**config.mk**
```make
export PLATFORM = sky130hd
export DESIGN_NAME = ov7670_line_packer_flat
export DESIGN_NICKNAME = d
export VERILOG_FILES = /design/src/rtl/ov7670_line_packer_if.sv /design/src/rtl/ov7670_line_packer.sv /design/src/flat_wrapper.sv
export SDC_FILE = /design/constraint.sdc
export NUM_CORES = 1
export LEC_CHECK = 0
export CORE_ASPECT_RATIO = 0.7
export CORE_MARGIN = 1
export CORE_UTILIZATION = 53
export CTS_BUF_LIST = sky130_fd_sc_hd__clkbuf_4 sky130_fd_sc_hd__clkbuf_8 sky130_fd_sc_hd__clkbuf_16
export DETAILED_ROUTE_END_ITERATION = 16
export HOLD_SLACK_MARGIN = 0.08
export PLACE_DENSITY = 0.8
export SLEW_MARGIN = 40
export SYNTH_ARGS = -nofsm -noshare
export SYNTH_HDL_FRONTEND = slang
export SYNTH_SLANG_ARGS = --single-unit
```
**constraint.sdc**
```tcl
create_clock -name clk -period 2.3 [get_ports clk]
set_clock_uncertainty 0.1 [all_clocks]
set_input_delay 0.69 -clock clk [delete_from_list [all_inputs] [get_ports clk]]
set_output_delay 0.69 -clock clk [all_outputs]
set_load 0.05 [all_outputs]
```
**src/rtl/ov7670_line_packer_if.sv**
```systemverilog
// Capture-side, release and SRAM write-port bundle for the OV7670 line packer.
// The packer uses the slave modport; the source of bytes and releases uses master.
interface ov7670_line_packer_if #(
    parameter int unsigned WWORD = 32,
    parameter int unsigned WP    = 8,
    parameter int unsigned WADDR = 5
);
    localparam int unsigned NL = WWORD / WP;

    logic             pix_vld;
    logic [WP-1:0]    pix_data;
    logic             pix_sof;
    logic             pix_eol;
    logic             rel_vld;
    logic             rel_bank;
    logic [WWORD-1:0] db;
    logic [WADDR-1:0] ab;
    logic [NL-1:0]    wenb;
    logic             cenb;
    logic             line_done;
    logic             line_bank;
    logic [WADDR-1:0] line_words;
    logic             ovf;

    modport master (
        output pix_vld, pix_data, pix_sof, pix_eol, rel_vld, rel_bank,
        input  db, ab, wenb, cenb, line_done, line_bank, line_words, ovf
    );

    modport slave (
        input  pix_vld, pix_data, pix_sof, pix_eol, rel_vld, rel_bank,
        output db, ab, wenb, cenb, line_done, line_bank, line_words, ovf
    );
endinterface

```
**src/rtl/ov7670_line_packer.sv**
```systemverilog
// Packs OV7670 bytes into SRAM words and writes them into one of two ping-pong line banks;
// downstream readers get a line_done per finished line and hand banks back via release.
module ov7670_line_packer #(
    parameter int unsigned WWORD      = 32,
    parameter int unsigned WP         = 8,
    parameter int unsigned WADDR      = 5,
    parameter int unsigned BANK_WORDS = 12
) (
    input logic                    clk,
    input logic                    rst,
    ov7670_line_packer_if.slave    bus
);
    localparam int unsigned NL = WWORD / WP;
    localparam int unsigned LW = (NL > 1) ? $clog2(NL) : 1;

    typedef enum logic [1:0] {StIdle, StArm, StFill, StDrop} state_e;

    state_e           state_q, state_d;
    logic             cur_bank_q, cur_bank_d;
    logic [1:0]       bank_full_q, bank_full_d;
    logic [LW-1:0]    lane_q, lane_d;
    logic [WADDR-1:0] word_q, word_d;
    logic [WWORD-1:0] asm_q, asm_d;
    logic [WWORD-1:0] db_q, db_d;
    logic [WADDR-1:0] ab_q, ab_d;
    logic [NL-1:0]    wenb_q, wenb_d;
    logic             cenb_q, cenb_d;
    logic             line_done_q, line_done_d;
    logic             line_bank_q, line_bank_d;
    logic [WADDR-1:0] line_words_q, line_words_d;
    logic             ovf_q, ovf_d;

    logic             accept, line_end, full_eff;
    logic [WWORD-1:0] merged;
    logic [NL-1:0]    mask;

    always_comb begin
        state_d      = state_q;
        cur_bank_d   = cur_bank_q;
        bank_full_d  = bank_full_q;
        lane_d       = lane_q;
        word_d       = word_q;
        asm_d        = asm_q;
        db_d         = db_q;
        ab_d         = ab_q;
        wenb_d       = '1;
        cenb_d       = 1'b1;
        line_done_d  = 1'b0;
        line_bank_d  = line_bank_q;
        line_words_d = line_words_q;
        ovf_d        = ovf_q;
        accept       = 1'b0;
        line_end     = 1'b0;

        merged = asm_q | (WWORD'(bus.pix_data) << (lane_q * WP));
        for (int unsigned i = 0; i < NL; i++) begin
            mask[i] = (i <= 32'(lane_q));
        end

        if (bus.rel_vld) begin
            bank_full_d[bus.rel_bank] = 1'b0;
        end
        // A release arriving with the first byte already frees the bank for that byte.
        full_eff = bank_full_q[cur_bank_q] && !(bus.rel_vld && (bus.rel_bank == cur_bank_q));

        if (bus.pix_sof) begin
            state_d = StArm;
            lane_d  = '0;
            word_d  = '0;
            asm_d   = '0;
        end else if (bus.pix_vld) begin
            case (state_q)
                StArm: begin
                    if (full_eff) begin
                        ovf_d   = 1'b1;
                        state_d = bus.pix_eol ? StArm : StDrop;
                    end else begin
                        accept  = 1'b1;
                        state_d = StFill;
                    end
                end
                StFill: begin
                    if (word_q == WADDR'(BANK_WORDS)) begin
                        ovf_d = 1'b1;
                        if (bus.pix_eol) begin
                            line_end     = 1'b1;
                            line_words_d = word_q;
                        end
                    end else begin
                        accept = 1'b1;
                    end
                end
                StDrop: begin
                    if (bus.pix_eol) begin
                        state_d = StArm;
                    end
                end
                default: ;
            endcase
        end

        if (accept) begin
            if (bus.pix_eol || (lane_q == LW'(NL - 1))) begin
                cenb_d = 1'b0;
                ab_d   = {cur_bank_q, word_q[WADDR-2:0]};
                db_d   = merged;
                wenb_d = ~mask;
                word_d = word_q + 1'b1;
                lane_d = '0;
                asm_d  = '0;
                if (bus.pix_eol) begin
                    line_end     = 1'b1;
                    line_words_d = word_q + 1'b1;
                end
            end else begin
                lane_d = lane_q + 1'b1;
                asm_d  = merged;
            end
        end

        // Line end beats a same-cycle release of the same bank.
        if (line_end) begin
            line_done_d              = 1'b1;
            line_bank_d              = cur_bank_q;
            bank_full_d[cur_bank_q]  = 1'b1;
            cur_bank_d               = ~cur_bank_q;
            word_d                   = '0;
            lane_d                   = '0;
            asm_d                    = '0;
            state_d                  = StArm;
        end
    end

    always_ff @(posedge clk) begin
        if (rst) begin
            state_q      <= StIdle;
            cur_bank_q   <= 1'b0;
            bank_full_q  <= 2'b00;
            lane_q       <= '0;
            word_q       <= '0;
            asm_q        <= '0;
            db_q         <= '0;
            ab_q         <= '0;
            wenb_q       <= '1;
            cenb_q       <= 1'b1;
            line_done_q  <= 1'b0;
            line_bank_q  <= 1'b0;
            line_words_q <= '0;
            ovf_q        <= 1'b0;
        end else begin
            state_q      <= state_d;
            cur_bank_q   <= cur_bank_d;
            bank_full_q  <= bank_full_d;
            lane_q       <= lane_d;
            word_q       <= word_d;
            asm_q        <= asm_d;
            db_q         <= db_d;
            ab_q         <= ab_d;
            wenb_q       <= wenb_d;
            cenb_q       <= cenb_d;
            line_done_q  <= line_done_d;
            line_bank_q  <= line_bank_d;
            line_words_q <= line_words_d;
            ovf_q        <= ovf_d;
        end
    end

    assign bus.db         = db_q;
    assign bus.ab         = ab_q;
    assign bus.wenb       = wenb_q;
    assign bus.cenb       = cenb_q;
    assign bus.line_done  = line_done_q;
    assign bus.line_bank  = line_bank_q;
    assign bus.line_words = line_words_q;
    assign bus.ovf        = ovf_q;
endmodule

```
**src/flat_wrapper.sv**
```systemverilog
// flat-port wrapper written by rule: the top's interface ports become plain ports
module ov7670_line_packer_flat 
#(
    parameter int unsigned WWORD      = 32,
    parameter int unsigned WP         = 8,
    parameter int unsigned WADDR      = 5,
    parameter int unsigned BANK_WORDS = 12
)
  (clk, rst, bus_pix_vld, bus_pix_data, bus_pix_sof, bus_pix_eol, bus_rel_vld, bus_rel_bank, bus_db, bus_ab, bus_wenb, bus_cenb, bus_line_done, bus_line_bank, bus_line_words, bus_ovf);
  ov7670_line_packer_if #(.WWORD(WWORD), .WP(WP), .WADDR(WADDR)) bus_i ();
  input logic clk;
  input logic rst;
  input wire logic [$bits(bus_i.pix_vld)-1:0] bus_pix_vld;
  input wire logic [$bits(bus_i.pix_data)-1:0] bus_pix_data;
  input wire logic [$bits(bus_i.pix_sof)-1:0] bus_pix_sof;
  input wire logic [$bits(bus_i.pix_eol)-1:0] bus_pix_eol;
  input wire logic [$bits(bus_i.rel_vld)-1:0] bus_rel_vld;
  input wire logic [$bits(bus_i.rel_bank)-1:0] bus_rel_bank;
  output wire logic [$bits(bus_i.db)-1:0] bus_db;
  output wire logic [$bits(bus_i.ab)-1:0] bus_ab;
  output wire logic [$bits(bus_i.wenb)-1:0] bus_wenb;
  output wire logic [$bits(bus_i.cenb)-1:0] bus_cenb;
  output wire logic [$bits(bus_i.line_done)-1:0] bus_line_done;
  output wire logic [$bits(bus_i.line_bank)-1:0] bus_line_bank;
  output wire logic [$bits(bus_i.line_words)-1:0] bus_line_words;
  output wire logic [$bits(bus_i.ovf)-1:0] bus_ovf;
  assign bus_i.pix_vld = bus_pix_vld;
  assign bus_i.pix_data = bus_pix_data;
  assign bus_i.pix_sof = bus_pix_sof;
  assign bus_i.pix_eol = bus_pix_eol;
  assign bus_i.rel_vld = bus_rel_vld;
  assign bus_i.rel_bank = bus_rel_bank;
  assign bus_db = bus_i.db;
  assign bus_ab = bus_i.ab;
  assign bus_wenb = bus_i.wenb;
  assign bus_cenb = bus_i.cenb;
  assign bus_line_done = bus_i.line_done;
  assign bus_line_bank = bus_i.line_bank;
  assign bus_line_words = bus_i.line_words;
  assign bus_ovf = bus_i.ovf;
  ov7670_line_packer #(.WWORD(WWORD), .WP(WP), .WADDR(WADDR), .BANK_WORDS(BANK_WORDS)) u_core (.clk(clk), .rst(rst), .bus(bus_i));
endmodule
```
# Word-level counts from Yosys, hierarchy flattened
# Index checks and enable logic that the tools add are counted.
[word_totals] regBits=94
[op_classes] n_bitwise=9 reduce_logical=19 muxes=50 n_addsub=2 n_eq_ne=10 n_shift=1 n_lt_le_gt_ge=7
[op_table] op="32-bit 2-to-1 mux" count=3
[op_table] op="5-bit 2-to-1 mux" count=11
[op_table] op="32-bit bitwise OR" count=1
[op_table] op="8-bit by 5-bit left shift with 32-bit output" count=1
[op_table] op="1-bit 2-to-1 mux" count=23
[op_table] op="2-bit 2-to-1 mux" count=8
[op_table] op="2-bit equality test (second input constant)" count=3
[op_table] op="3-bit AND reduction" count=2
[op_table] op="2-bit nonzero test" count=3
[op_table] op="3-bit OR reduction" count=2
[op_table] op="5-bit by 1-bit adder with 5-bit output (second input constant)" count=1
[op_table] op="5-bit by 4-bit equality test with 1-bit output (second input constant)" count=1
[op_table] op="5-bit AND reduction" count=1
[op_table] op="2-bit less-or-equal comparator (first input constant)" count=2
[op_table] op="1-bit logical AND" count=4
[op_table] op="1-bit by 2-bit less-than comparator with 1-bit output (second input constant)" count=2
[op_table] op="2-bit by 1-bit inequality test with 1-bit output (second input constant)" count=2
[op_table] op="4-bit by 3-bit inequality test with 1-bit output (second input constant)" count=1
[op_table] op="1-bit NOT" count=4
[op_table] op="4-bit NOT" count=1
[op_table] op="1-bit case mux with 2 select lines" count=2
[op_table] op="2-bit case mux with 2 select lines" count=1
[op_table] op="4-bit nonzero test" count=1
[op_table] op="2-bit OR reduction" count=2
[op_table] op="14 further kinds" count=16

# Depth between registers and ports, before layout
[depth] depth_word=11 depth_mapped=8 mapped_depth_nobuf=7

# Worst setup path before layout
# No wires, ideal clock.
[synth_timing] kind="in2reg" from="in bus_pix_vld" to="reg u_core.db_q[10] (netlist: u_core.bus.db[10])" path_stages=7 path_slack_ps=199 setup_time_ps=78 t_arrival_ps=1923 cell_sequence="buf_4 > or3b_1 > nor2_2 > a21boi_4 > buf_6 > nor2_1 > nor3_1"
[synth_via] elab_chain_cells=3
[synth_rtl] item="start: declaration" line="flat_wrapper.sv:13" source="input wire logic [$bits(bus_i.pix_vld)-1:0] bus_pix_vld;"
[synth_rtl] item="1-bit 2-to-1 mux" line="ov7670_line_packer.sv:71" source="end else if (bus.pix_vld) begin"
[synth_rtl] item="1-bit 2-to-1 mux" line="ov7670_line_packer.sv:66" source="if (bus.pix_sof) begin"
[synth_rtl] item="2-bit AND reduction (no line)"
[synth_rtl] item="end signal: assignment" line="ov7670_line_packer.sv:142" source="db_q <= '0;"
[synth_rtl] item="end signal: assignment" line="ov7670_line_packer.sv:157" source="db_q <= db_d;"
[synth_rtl] item="end: declaration" line="ov7670_line_packer.sv:24" source="logic [WWORD-1:0] db_q, db_d;"
# No other way between the ends.
# A chain may end at the register's enable or synchronous reset.

# Final worst setup path
[layout_timing] from="in bus_pix_vld" to="reg u_core.db_q[2] (netlist: u_core.bus.db[2])"
# Same word-level chain as after synthesis.

==> flow_summary.yaml <==
clock_network:
  cts_tree: "built"
  clk_latency_ns: 0.37
  clk_transition_reported_paths_ns: 0.10
  ctsHoldBuffers: 0
  cts.sinks: 94
  root_buffer: "clkbuf_8"
  post_cts_buffers: 0
  h-tree-depth: 3
  cts_buffers: 9
  clock_path_buffers: 2
grt:
  grt_usage: 0.270
  grt_antenna_before_repair: 0
  grt_pass1_wl_mm: 16.2
  grt_max_degree: 33
  gr-total-overflow: 0
  grt_pass1_vias: 3260
logic_synthesis:
  yosysWarnings: 0
  synth_cell_type_count: 49
  synthAdderAreaFrac: 0.0258
  synthMuxAreaShare: 0.0103
  synth.area.top_cells: "dfxtp_1, nor2_1, a211oi_1, a22oi_1, nor3_1"
  yosys.area_share.simple: 0.205
  synth-edff-count: 0
  yosys.area.top_type: "dfxtp_1"
  ys.flop_type: "dfxtp_1"
  synth_top_family_by_area: "compound AO/OA/AOI/OAI gates"
  synth_compound_area_frac: 0.208
  syn-num-nets: 459
  ys_async_sr_fraction: 0
  synth_top_area_frac: 0.485
  syn-instance-count: 436
  synth_seq_cells: 94
  synth_xor_area_frac: 0.00903
  syn_area_sq_um: 3880
  synth-seq-area-share: 0.485
  avgSynthCellArea_sq_um: 8.90
status:
  status: "finished, final reports clean"
critical_path:
  required_ns: 2.44
  arrival_ns: 2.42
  path_class: "in -> reg"
  startpoint_type: "primary input"
  crit_fanout: 12
  end_kind: "flip-flop"
die:
  dieArea_sq_um: 7670
  coreArea_sq_um: 6910
  dieHeight_um: 73.6
  start_util: 0.561
  pin_count: 65
  die_w_um: 104
  num_rows: 25
finish:
  instances_no_fill: 612
  fin_nets: 536
  syn2layout_area_growth_pct: 26.7
  drive_above_1_share: 0.207
  num_antenna_cells: 0
  postLayoutCoreUtil: 0.711
routing:
  postRouteAntennaNets: 0
  wire_per_inst_um: 16.5
  drt_iter0_drc: 213
  drcViolationCount: 0
  totalWireLength_mm: 10.1
  via_per_inst: 5.83
  firstDrtPassIters: 6
  vias: 3570
power:
  power_density_nw_per_um2: 634
  p_leak_nw: 1.81
  design_power_total_mw: 3.12
  ir_drop_uv: 496
place:
  dp_cells: 596
  port_buffers: 64
  dp_hpwl_mm: 6.92
  gp_congestion: 0.869
  preCtsSetupSlack_ns: -0.378
min_path:
  min_path_type: "reg -> reg"
timing:
  finalCritPeriodShare: 0.988
  setup_violations: 0
  rsz0062_at_grt: "yes"
  fmax_ghz: 0.440
  report.final.slew_viol_count: 0
  setup_slack_ns: 0.0272
  hold_ws_ns: 0.359
  tightestPinTransition_ns: 0.503
  hold_violations: 0
  min_period_ns: 2.27
  slew_headroom: 0.664
flow_run:
  maxCapViolations: 0
==> placed cells by master, fill, tap and decap left out, types with 5 or more instances in the layout <==
cell / Yosys / routed
dfxtp_1: 94 / 94
a21oi_1: 19 / 19
clkdlybuf4s50_1: 0 / 14
nor2_1: 83 / 83
clkbuf_8: 0 / 9
inv_1: 10 / 10
a211oi_1: 34 / 32
nor2b_1: 7 / 6
nor3_1: 33 / 33
ha_1: 8 / 8
buf_4: 1 / 68
dlygate4sd2_1: 0 / 8
o21ai_0: 5 / 5
a22oi_1: 32 / 32
nand2_1: 23 / 23
==> path summary, 6_finish.rpt <==
path / endpoint / startpoint / slack, ns / depth (start not counted)
worst min register to register: u_core.bus.ab[2] / u_core.bus.ab[2] / 0.36 / 2
worst min-delay path: u_core.bus.ab[2] / u_core.bus.ab[2] / 0.36 / 2
worst max-delay path: u_core.bus.db[2] / bus_pix_vld / 0.03 / 7
worst max register to register: u_core.bus.db[2] / u_core.state_q[0] / 0.06 / 8
==> through the flow <==
step	cell area [sq um]	TNS, ns
after global placement	4680	-23.91
after floorplan	3880	0
after global routing	4920	-0.319
after detailed placement	4680	-28.69
after CTS	4880	0
final	4920	0
==> final cells by class <==
| cell class | instances | area [sq um] |
|---|---|---|
| fill | 545 | 2000 |
| sequential | 94 | 1880 |
| multi-input combinational | 298 | 1800 |
| timing repair buffer | 100 | 867 |
| clock buffer | 9 | 124 |
| tap | 94 | 118 |
| clock inverter | 7 | 88.8 |
| inverter | 10 | 37.5 |
==> power by group <==
group	total, mW	switching [mW]	internal, mW
Sequential	1.65	0.0112	1.64
Clock	1.18	0.646	0.531
Combinational	0.286	0.181	0.105
==> state kept, by name, indices dropped and copies added, names as in the netlist, 2 cells and up <==
| signal | count |
|---|---|
| u_core.asm_q | 32 |
| u_core.bank_full_q | 2 |
| u_core.bus.ab | 5 |
| u_core.bus.db | 32 |
| u_core.bus.line_words | 5 |
| u_core.bus.wenb | 4 |
| u_core.lane_q | 2 |
| u_core.state_q | 2 |
| u_core.word_q | 5 |
==> cells in the mapped netlist (2+ instances only) <==
cell	number
ha_1	8
o21ai_2	2
nor2b_1	7
o22ai_1	3
nand2b_1	4
clkbuf_1	10
buf_6	5
a211oi_1	34
nor3_1	33
nand2_1	23
nand3_1	4
mux2i_1	4
buf_2	10
nor2_2	2
a22oi_1	32
a21oi_1	19
nand3b_1	3
or2_1	2
buf_1	8
xnor2_1	3
o21ai_0	5
dfxtp_1	94
inv_1	10
nor2_1	83
nand4b_1	2
or3_1	3
==> worst max-delay path, stage by stage <==
cell and delay, ns:
clkdlybuf4s50_1 0.49, or3b_1 0.39, nor2_2 0.12, o21ai_2 0.10, buf_4 0.19, a211oi_1 0.34, nor3_1 0.08
==> what timing repair did <==
item,in CTS,in global routing
endpoints found under the setup margin,9,39
gates resized for setup,9,10
pin swaps,0,4
==> kinds of logic (layout without fill, tap and decap cells) <==
logic type	after synthesis	count (layout)
fa+ha+maj	8	8
compound gates	109	109
flops	94	94
xor+xnor	4	4
buf+inv	44	126
simple gates	173	173
mux	4	4
==> layer usage <==
layer	GRT usage	part of all wire	vias to the layer above	wire length (um)
met5	0	0	-	0
met2	0.426	0.43	163	4340
met3	0.0506	0.070	12	710
met1	0.386	0.49	1691	4940
met4	0.0603	0.0079	0	80
li1	-	-	1704	-
Power figures use the tool's default switching activity.
